==> src/rtl/pulse_stretcher_pkg.sv <==
// Shared state encoding and sizing helper for the pulse stretcher.
// Used by pulse_stretcher and its load_down_counter instance.
package pulse_stretcher_pkg;

  typedef enum logic [1:0] {
    ST_IDLE    = 2'd0,
    ST_ACTIVE  = 2'd1,
    ST_HOLDOFF = 2'd2
  } state_t;

  // Wide enough to hold the larger of the two reload values.
  function automatic int cnt_width(input int stretch, input int holdoff);
    int largest;
    largest = (stretch > holdoff) ? stretch : holdoff;
    return (largest < 1) ? 1 : $clog2(largest + 1);
  endfunction

endpackage

==> src/rtl/pulse_stretcher_if.sv <==
// Trigger strobe in, stretched level and status strobes out.
// The master side drives pulse; the slave side (the stretcher) drives the rest.
interface pulse_stretcher_if;
  logic pulse;
  logic level;
  logic busy;
  logic dropped;

  modport master (output pulse, input level, input busy, input dropped);
  modport slave  (input pulse, output level, output busy, output dropped);
endinterface

==> src/rtl/pulse_stretcher_load_down_counter.sv <==
// Loadable down-counter; load wins over enable, zero flags an exhausted count.
// The owner only enables it while the count is non-zero, so it never wraps.
module load_down_counter #(
  parameter int CNT_W = 4
) (
  input  logic             clk,
  input  logic             rst,
  input  logic             load,
  input  logic [CNT_W-1:0] load_value,
  input  logic             enable,
  output logic [CNT_W-1:0] count,
  output logic             zero
);

  logic [CNT_W-1:0] count_reg;

  always_ff @(posedge clk or posedge rst) begin
    if (rst) begin
      count_reg <= '0;
    end else if (load) begin
      count_reg <= load_value;
    end else if (enable) begin
      count_reg <= count_reg - 1'b1;
    end
  end

  assign count = count_reg;
  assign zero  = (count_reg == '0);

endmodule

==> src/rtl/pulse_stretcher.sv <==
// Stretches one-clock strobes into a STRETCH_CYCLES-wide level plus a hold-off window.
// Define PULSE_STRETCHER_RETRIGGER_EN to let pulses during the level restart its width.
module pulse_stretcher
  import pulse_stretcher_pkg::*;
#(
  parameter int STRETCH_CYCLES = 10,
  parameter int HOLDOFF_CYCLES = 2
) (
  input  logic              clk,
  input  logic              rst,
  pulse_stretcher_if.slave  bus
);

  localparam int CNT_W = cnt_width(STRETCH_CYCLES, HOLDOFF_CYCLES);
  localparam logic [CNT_W-1:0] STRETCH_LOAD = CNT_W'(STRETCH_CYCLES - 1);
  localparam logic [CNT_W-1:0] HOLDOFF_LOAD =
      (HOLDOFF_CYCLES > 0) ? CNT_W'(HOLDOFF_CYCLES - 1) : '0;

`ifdef PULSE_STRETCHER_RETRIGGER_EN
  localparam bit RETRIGGER = 1'b1;
`else
  localparam bit RETRIGGER = 1'b0;
`endif

  state_t           state_reg, state_next;
  logic             level_reg, busy_reg, dropped_reg;
  logic             ignored;
  logic             cnt_load, cnt_en, cnt_zero, cnt_done;
  logic [CNT_W-1:0] cnt_load_value, cnt_count;

  load_down_counter #(.CNT_W(CNT_W)) u_counter (
    .clk        (clk),
    .rst        (rst),
    .load       (cnt_load),
    .load_value (cnt_load_value),
    .enable     (cnt_en),
    .count      (cnt_count),
    .zero       (cnt_zero)
  );

  assign cnt_en   = (state_reg != ST_IDLE) && !cnt_zero;
  assign cnt_done = (cnt_count == '0);

  always_comb begin
    state_next     = state_reg;
    cnt_load       = 1'b0;
    cnt_load_value = STRETCH_LOAD;
    ignored        = 1'b0;
    case (state_reg)
      ST_IDLE: begin
        if (bus.pulse) begin
          state_next = ST_ACTIVE;
          cnt_load   = 1'b1;
        end
      end
      ST_ACTIVE: begin
        if (RETRIGGER && bus.pulse) begin
          cnt_load = 1'b1;
        end else begin
          ignored = bus.pulse;
          if (cnt_done) begin
            if (HOLDOFF_CYCLES == 0) begin
              state_next = ST_IDLE;
            end else begin
              state_next     = ST_HOLDOFF;
              cnt_load       = 1'b1;
              cnt_load_value = HOLDOFF_LOAD;
            end
          end
        end
      end
      ST_HOLDOFF: begin
        // Includes the edge that returns to IDLE: that sample is still ignored.
        ignored = bus.pulse;
        if (cnt_done) begin
          state_next = ST_IDLE;
        end
      end
      default: begin
        state_next = ST_IDLE;
      end
    endcase
  end

  always_ff @(posedge clk or posedge rst) begin
    if (rst) begin
      state_reg   <= ST_IDLE;
      level_reg   <= 1'b0;
      busy_reg    <= 1'b0;
      dropped_reg <= 1'b0;
    end else begin
      state_reg   <= state_next;
      level_reg   <= (state_next == ST_ACTIVE);
      busy_reg    <= (state_next != ST_IDLE);
      dropped_reg <= ignored;
    end
  end

  assign bus.level   = level_reg;
  assign bus.busy    = busy_reg;
  assign bus.dropped = dropped_reg;

endmodule

==> src/flat_wrapper.sv <==
// flat-port wrapper written by rule: the top's interface ports become plain ports
module pulse_stretcher_flat import pulse_stretcher_pkg::*;
#(
  parameter int STRETCH_CYCLES = 10,
  parameter int HOLDOFF_CYCLES = 2
)
  (clk, rst, bus_pulse, bus_level, bus_busy, bus_dropped);
  pulse_stretcher_if bus_i ();
  input  logic clk;
  input  logic rst;
  input wire logic [$bits(bus_i.pulse)-1:0] bus_pulse;
  output wire logic [$bits(bus_i.level)-1:0] bus_level;
  output wire logic [$bits(bus_i.busy)-1:0] bus_busy;
  output wire logic [$bits(bus_i.dropped)-1:0] bus_dropped;
  assign bus_i.pulse = bus_pulse;
  assign bus_level = bus_i.level;
  assign bus_busy = bus_i.busy;
  assign bus_dropped = bus_i.dropped;
  pulse_stretcher #(.STRETCH_CYCLES(STRETCH_CYCLES), .HOLDOFF_CYCLES(HOLDOFF_CYCLES)) u_core (.clk(clk), .rst(rst), .bus(bus_i));
endmodule
==> config.mk <==
export PLATFORM = sky130hd
export DESIGN_NAME = pulse_stretcher_flat
export DESIGN_NICKNAME = d
export VERILOG_FILES = /design/src/rtl/pulse_stretcher_pkg.sv /design/src/rtl/pulse_stretcher_if.sv /design/src/rtl/pulse_stretcher_load_down_counter.sv /design/src/rtl/pulse_stretcher.sv /design/src/flat_wrapper.sv
export SDC_FILE = /design/constraint.sdc
export NUM_CORES = 1
export LEC_CHECK = 0
export ABC_AREA = 0
export CORE_AREA = 2 2 39 41
export CTS_CLUSTER_DIAMETER = 200
export CTS_CLUSTER_SIZE = 12
export DETAILED_ROUTE_END_ITERATION = 10
export DIE_AREA = 0 0 41 43
export HOLD_SLACK_MARGIN = 0.05
export PLACE_DENSITY = 0.56
export SETUP_SLACK_MARGIN = 0.3
export SYNTH_ARGS = -nofsm -noshare
export SYNTH_HDL_FRONTEND = slang
export SYNTH_SLANG_ARGS = --single-unit
==> constraint.sdc <==
create_clock -name clk -period 2 [get_ports clk]
set_clock_uncertainty 0.05 [all_clocks]
set_input_delay 0.4 -clock clk [delete_from_list [all_inputs] [get_ports clk]]
set_output_delay 0.4 -clock clk [all_outputs]
set_load 0.05 [all_outputs]
==> flow_metrics.env, run 1 <==
export IMPL_drv_cap=0
export IMPL_area_delta_synth_final_pct=36.8
export IMPL_synth_edff_count=0
export IMPL_whs_ps=346
export IMPL_antenna_found_initial=0
export IMPL_wire_per_inst_um=11.4
export IMPL_gp_congestion=0.661
export IMPL_drc=0
export IMPL_totalNegativeSetupSlack_ps=0
export IMPL_peakVddDrop_v=0.000803
export IMPL_grt_pass1_wl_mm=1.59
export IMPL_vias_per_cell=5.23
export IMPL_cts_hold_buf=0
export IMPL_n_antenna_cell=0
export IMPL_grt_util_all_layers_pct=13.3
export IMPL_drt_iter0_drc=3
export IMPL_period_minus_slack_ps=1650
export IMPL_grt_pass1_vias=400
export IMPL_yosys_cell_types_count=23
export IMPL_drt_total_wl_um=959
export IMPL_reg2reg_from="u_core.u_counter.count[0]$_DFFE_PP0P_"
export IMPL_timing_final_crit_share_pct=82.7
export IMPL_rsz0062_at_grt="true"
export IMPL_firstDrtPassIters=4
export IMPL_power_share_combinational_pct=63.0
export IMPL_syn_avg_cell_area_um2=10.3
export IMPL_setup_ws_ps=346
export IMPL_yosysSeqAreaShare_pct=43.0
export IMPL_largest_register_ffs=4
export IMPL_grt_overflow_total=0
export IMPL_cp_required_ps=2130
export IMPL_p_clk_share_pct=10.8
export IMPL_cp_endpoint="u_core.bus.level$_DFF_PP0_"
export IMPL_ios=6
export IMPL_fin_nets=77
export IMPL_cts_made_buffers=3
export IMPL_cp_startpoint="u_core.u_counter.count[0]$_DFFE_PP0P_"
export IMPL_arrival_ps=1780
export IMPL_ys_async_sr_fraction_pct=100
export IMPL_crit_path_cell_trace="inv_2, ha_4, or3b_4, a311oi_4, nor3b_2"
export IMPL_critPathKind="reg2reg"
export IMPL_cp_start_kind="flop"
export IMPL_layout_drive_gt1_share_pct=33.8
export IMPL_relSlewSlack_pct=67.5
export IMPL_maxSlewViolCount=0
export IMPL_worst_r2r_endpoint="u_core.bus.level$_DFF_PP0_"
export IMPL_leakagePower_nw=0.335
export IMPL_drt_antenna_violating_nets=0
export IMPL_final_hold_viol_count=0
export IMPL_synth_area_um2=524
export IMPL_cts_num_sinks=9
export IMPL_power_per_cell_area_mw_per_mm2=1770
export IMPL_preCtsSetupSlack_ps=195
export IMPL_core_area_mm2=0.00138
export IMPL_internal_power_mw=0.729
export IMPL_placed_cells=71
export IMPL_max_stage_delay_ps=410
export IMPL_path_clk_slew_ps=60
export IMPL_synthTopCellsByArea="dfrtp_1 43%, ha_1 12%, nor3_1 5.7%"
export IMPL_seqPwrFrac_pct=26.2
export IMPL_yosys_warnings=0
export IMPL_yosys_area_top_type="dfrtp_1"
export IMPL_fin_cells=84
export IMPL_synth_top_flop_cell="dfrtp_1"
export IMPL_hold_path_class="in2async"
export IMPL_p_sw_mw=0.543
export IMPL_path_delay_family="simple AND/OR/NAND/NOR gates"
export IMPL_syn_nets=59
export IMPL_clock_tree_buffer_depth=2
export IMPL_r2r_slack_ps=350
export IMPL_die_height_um=43
export IMPL_crit_cells=5
export IMPL_tightest_slew_ps=489
export IMPL_cp_end_kind="flop"
export IMPL_synth_seq_cells=9
export IMPL_rows=14
export IMPL_synthCells=51
export IMPL_die_area_mm2=0.00176
export IMPL_clk_latency_ps=250
export IMPL_cts_max_level=1
export IMPL_fmax_mhz=605
export IMPL_slowest_stage="or3b_4"
export IMPL_fin_util_pct=51.8
export IMPL_setup_viol=0
export IMPL_numPortBuffers=5
export IMPL_critPathBufInv=1
export IMPL_status="finished clean"
export IMPL_grt_max_degree=12
export IMPL_p_sw_share_pct=42.7
export IMPL_reg2regPathDepth=5
export IMPL_vias=439
export IMPL_start_util_pct=37.9
export IMPL_dp_hpwl_um=697
export IMPL_crit_fanout=4
export IMPL_clock_root_buffer="clkbuf_4"
export IMPL_dieWidth_um=41
export IMPL_cts_tree="yes"
export IMPL_synth_top_area_share_pct=43.0
what timing repair did:
action / CTS / global route
pin swaps: 2 / 3
cloned: 0 / 0
setup endpoints to repair: 7 / 4
gates resized for setup: 9 / 3
setup buffers: 5 / 4
cells in the final DEF (no fill, tap or decap), types with 2 or more instances in the layout:
cell type,netlist,routed
dlygate4sd2_1,0,3
nor2_1,2,2
inv_2,0,2
dfrtp_1,9,8
clkbuf_4,0,3
inv_1,6,4
nor3_1,6,6
o21ai_0,2,2
a21oi_1,3,3
clkdlybuf4s50_1,0,2
ha_1,5,3
buf_4,0,9
worst register-to-register path: stages (launching register included):
cell and delay (ps):
dfrtp_1 390, inv_2 90, ha_4 150, or3b_4 410
a311oi_4 300, nor3b_2 200
how the worst min path moves through the flow:
stage,from,end,slack (ps),cells past startpoint
after floorplan,rst,u_core.bus.busy$_DFF_PP0_,180,1
after global placement,u_core.u_counter.count[1]$_DFFE_PP0P_,u_core.u_counter.count[1]$_DFFE_PP0P_,500,1
after detailed placement,u_core.u_counter.count[1]$_DFFE_PP0P_,u_core.u_counter.count[1]$_DFFE_PP0P_,520,1
after CTS,rst,u_core.u_counter.count[2]$_DFFE_PP0P_,350,2
after global routing,rst,u_core.u_counter.count[3]$_DFFE_PP0P_,400,2
final,rst,u_core.u_counter.count[2]$_DFFE_PP0P_,350,2
cells in the mapped netlist, types with 2 or more instances:
cell      instances
nor4bb_1          2
or2_2             2
inv_1             6
nor2_1            2
o21ai_0           2
a21oi_1           3
ha_1              5
nor3_1            6
dfrtp_1           9
stage by stage:
step                      cell area, um^2  total power, mW
after floorplan                       524            0.811
after global placement                591            0.972
after detailed placement              591            0.968
after CTS                             676             1.20
after global routing                  717             1.37
final                                 717             1.27
power groups by stage:
stage	clock network (mW)	registers [mW]	logic (mW)
2_1_floorplan	0	0.431	0.380
3_3_place_gp	0	0.339	0.633
3_5_place_dp	0	0.340	0.628
4_1_cts	0.143	0.336	0.721
5_1_grt	0.152	0.346	0.876
6_report	0.137	0.333	0.801
routing by layer:
layer  GRT usage, %  part of all wire (%)  wire length, um  up-vias
met2           20.0                    55              526        3
met3           3.14                   1.5               14        2
li1               -                     -                -      219
met4           8.00                  0.52                5        0
met5              0                     0                0        -
met1           16.5                    43              413      215
kinds of logic after synthesis:
logic type | synth area share (%)
and+or+nand+nor | 23.4
adders and majority gates | 11.9
DFF | 43.0
muxes | 1.91
AOI/OAI and AO/OA | 14.8
buffers and inverters | 5.01
area by class of cell:
type | instances | area (um^2)
repair buffers | 14 | 114
multi-input cells | 35 | 308
inverters | 6 | 22.5
clock buffers | 4 | 26.3
well taps | 16 | 20.0
flip-flops and latches | 9 | 226
fillers | 131 | 667
Note: power is estimated with default switching activity, not from simulation.
==> inputs of run 2 (changes only) <==
PLACE_DENSITY = 0.59   (was 0.56)
clock period = 1.4 ns   (was 2 ns; I/O delays follow)
==> run 2 against run 1 <==
The run now ends with negative setup slack left. Wire length is 29% higher. Register-to-register slack worse by 560 ps. Sequential power is 44% higher. Cell count is 11% higher. Via count is 5.5% higher. Combinational power is 120% higher. Utilization is 12 points higher. Non-clock buffer count is 9 higher. Critical path type unchanged.
==> flow_metrics.env, run 2 (same netlist as run 1, synthesis figures left out) <==
export IMPL_crit_fanout=4
export IMPL_drc=0
export IMPL_seqCellArea_um2=225
export IMPL_cts_made_buffers=3
export IMPL_ios=6
export IMPL_final_cell_mix="15 x buf_4, 9 x dfrtp_1, 5 x nor3_1, 4 x inv_2"
export IMPL_violations="negative setup slack"
export IMPL_path_clk_slew_ps=60
export IMPL_setup_ws_ps=-212
export IMPL_drt_antenna_violating_nets=0
export IMPL_cts_hold_buf=0
export IMPL_drv_cap=0
export IMPL_period_minus_slack_ps=1610
export IMPL_grt_pass1_vias=455
export IMPL_cp_start_kind="flop"
export IMPL_antenna_found_initial=0
export IMPL_timing_final_crit_share_pct=115
export IMPL_tightest_slew_ps=335
export IMPL_grt_busiest_layer="met2"
export IMPL_drt_iter0_drc=2
export IMPL_clock_tree_buffer_depth=2
export IMPL_numPortBuffers=5
export IMPL_dieWidth_um=41
export IMPL_rsz0062_at_grt="true"
export IMPL_multi_input_area_um2=368
export IMPL_leakagePower_nw=0.409
export IMPL_grt_overflow_total=0
export IMPL_start_util_pct=37.9
export IMPL_maxSlewViolCount=0
export IMPL_critPathKind="reg2reg"
export IMPL_placed_cells=84
export IMPL_cts_tree="yes"
export IMPL_peakVddDrop_v=0.00150
export IMPL_fmax_mhz=620
export IMPL_r2r_slack_ps=-210
export IMPL_final_hold_viol_count=0
export IMPL_cp_required_ps=1530
export IMPL_clk_latency_ps=260
export IMPL_grt_pass1_wl_mm=1.89
export IMPL_grt_max_degree=10
export IMPL_n_antenna_cell=0
export IMPL_fin_util_pct=64.2
export IMPL_gp_congestion=0.707
export IMPL_power_per_cell_area_mw_per_mm2=2730
export IMPL_fin_nets=86
export IMPL_dp_hpwl_um=885
export IMPL_met3_usage_pct=3.14
export IMPL_cts_max_level=1
export IMPL_hold_path_class="in2async"
export IMPL_vias_per_cell=4.98
export IMPL_drt_total_wl_mm=1.24
export IMPL_core_area_mm2=0.00138
export IMPL_met2_usage_pct=23.4
export IMPL_vias=463
export IMPL_firstDrtPassIters=4
export IMPL_die_area_mm2=0.00176
export IMPL_status="finished, violations left"
export IMPL_largest_register_ffs=4
export IMPL_relSlewSlack_pct=77.3
export IMPL_setup_viol=6
export IMPL_final_common_cell="buf_4"
export IMPL_fin_cells=93
export IMPL_arrival_ps=1750
export IMPL_globalRouteMet1Util_pct=21.2
export IMPL_wire_per_inst_um=13.3
export IMPL_rows=14
export IMPL_cp_end_kind="flop"
export IMPL_grt_util_all_layers_pct=16.2
export IMPL_layout_drive_gt1_share_pct=55.8
export IMPL_clock_root_buffer="clkbuf_4"
export IMPL_die_height_um=43
export IMPL_cts_num_sinks=9
export IMPL_fillers=116
export IMPL_area_delta_synth_final_pct=69.5
## run 2: changes by cell type in the layout (fill, tap and decap cells not counted), moves of 2 or more
cell	delta
buf_12	+3
inv_2	+2
buf_4	+6
inv_1	-2
dlygate4sd2_1	-3
buf_6	+3
## run 2: timing repair
action                     in CTS  in global routing
setup buffers                   3                  2
setup endpoints to repair      12                 12
gates resized for setup         8                 12
pin swaps                       5                  6
## run 2: worst paths after layout
check	to	cells after the start	start
min in group clk	u_core.u_counter.count[1]$_DFFE_PP0P_	2	u_core.u_counter.count[1]$_DFFE_PP0P_
worst max register to register	u_core.bus.level$_DFF_PP0_	5	u_core.u_counter.count[0]$_DFFE_PP0P_
max in group asynchronous	u_core.state_reg[0]$_DFF_PP0_	2	rst
worst min-delay path	u_core.u_counter.count[0]$_DFFE_PP0P_	2	rst
worst max-delay path	u_core.bus.level$_DFF_PP0_	5	u_core.u_counter.count[0]$_DFFE_PP0P_
worst min register to register	u_core.u_counter.count[1]$_DFFE_PP0P_	2	u_core.u_counter.count[1]$_DFFE_PP0P_
## run 2: per-layer routing
metal	vias up	wire length, um
met2	3	706
met4	0	20
met5	-	0
met1	221	497
met3	4	15
li1	235	-
## run 2: critical path: stages, from the launching register on
cell and delay [ps]:
dfrtp_1 390, inv_2 80, ha_4 150, or3b_4 390
a311oi_2 270, nor3b_2 200
## run 2: cell type report
| type | count | area share, % |
|---|---|---|
| multi-input combinational | 35 | 41.4 |
| sequential | 9 | 25.4 |
| timing repair buffer | 23 | 25.5 |
| inverter | 6 | 2.54 |
| tap | 16 | 2.25 |
| clock buffer | 4 | 2.96 |
## run 2: stage by stage
step | hold WS [ps] | area (um^2) | worst slack [ps] | setup TNS [ps] | power [mW]
5_1_grt | 262 | 888 | -281 | -1360 | 2.59
2_1_floorplan | 57.9 | 544 | -233 | -798 | 1.22
3_3_place_gp | 521 | 728 | -289 | -1620 | 1.77
4_1_cts | 236 | 816 | -217 | -1120 | 2.19
6_report | 225 | 888 | -212 | -983 | 2.42
3_5_place_dp | 517 | 728 | -311 | -1750 | 1.80
## run 2: report_power, final
group / total, mW / internal [mW] / switching [mW]
registers: 0.480 / 0.385 / 0.0954
logic: 1.74 / 0.965 / 0.773
clock network: 0.204 / 0.110 / 0.0941
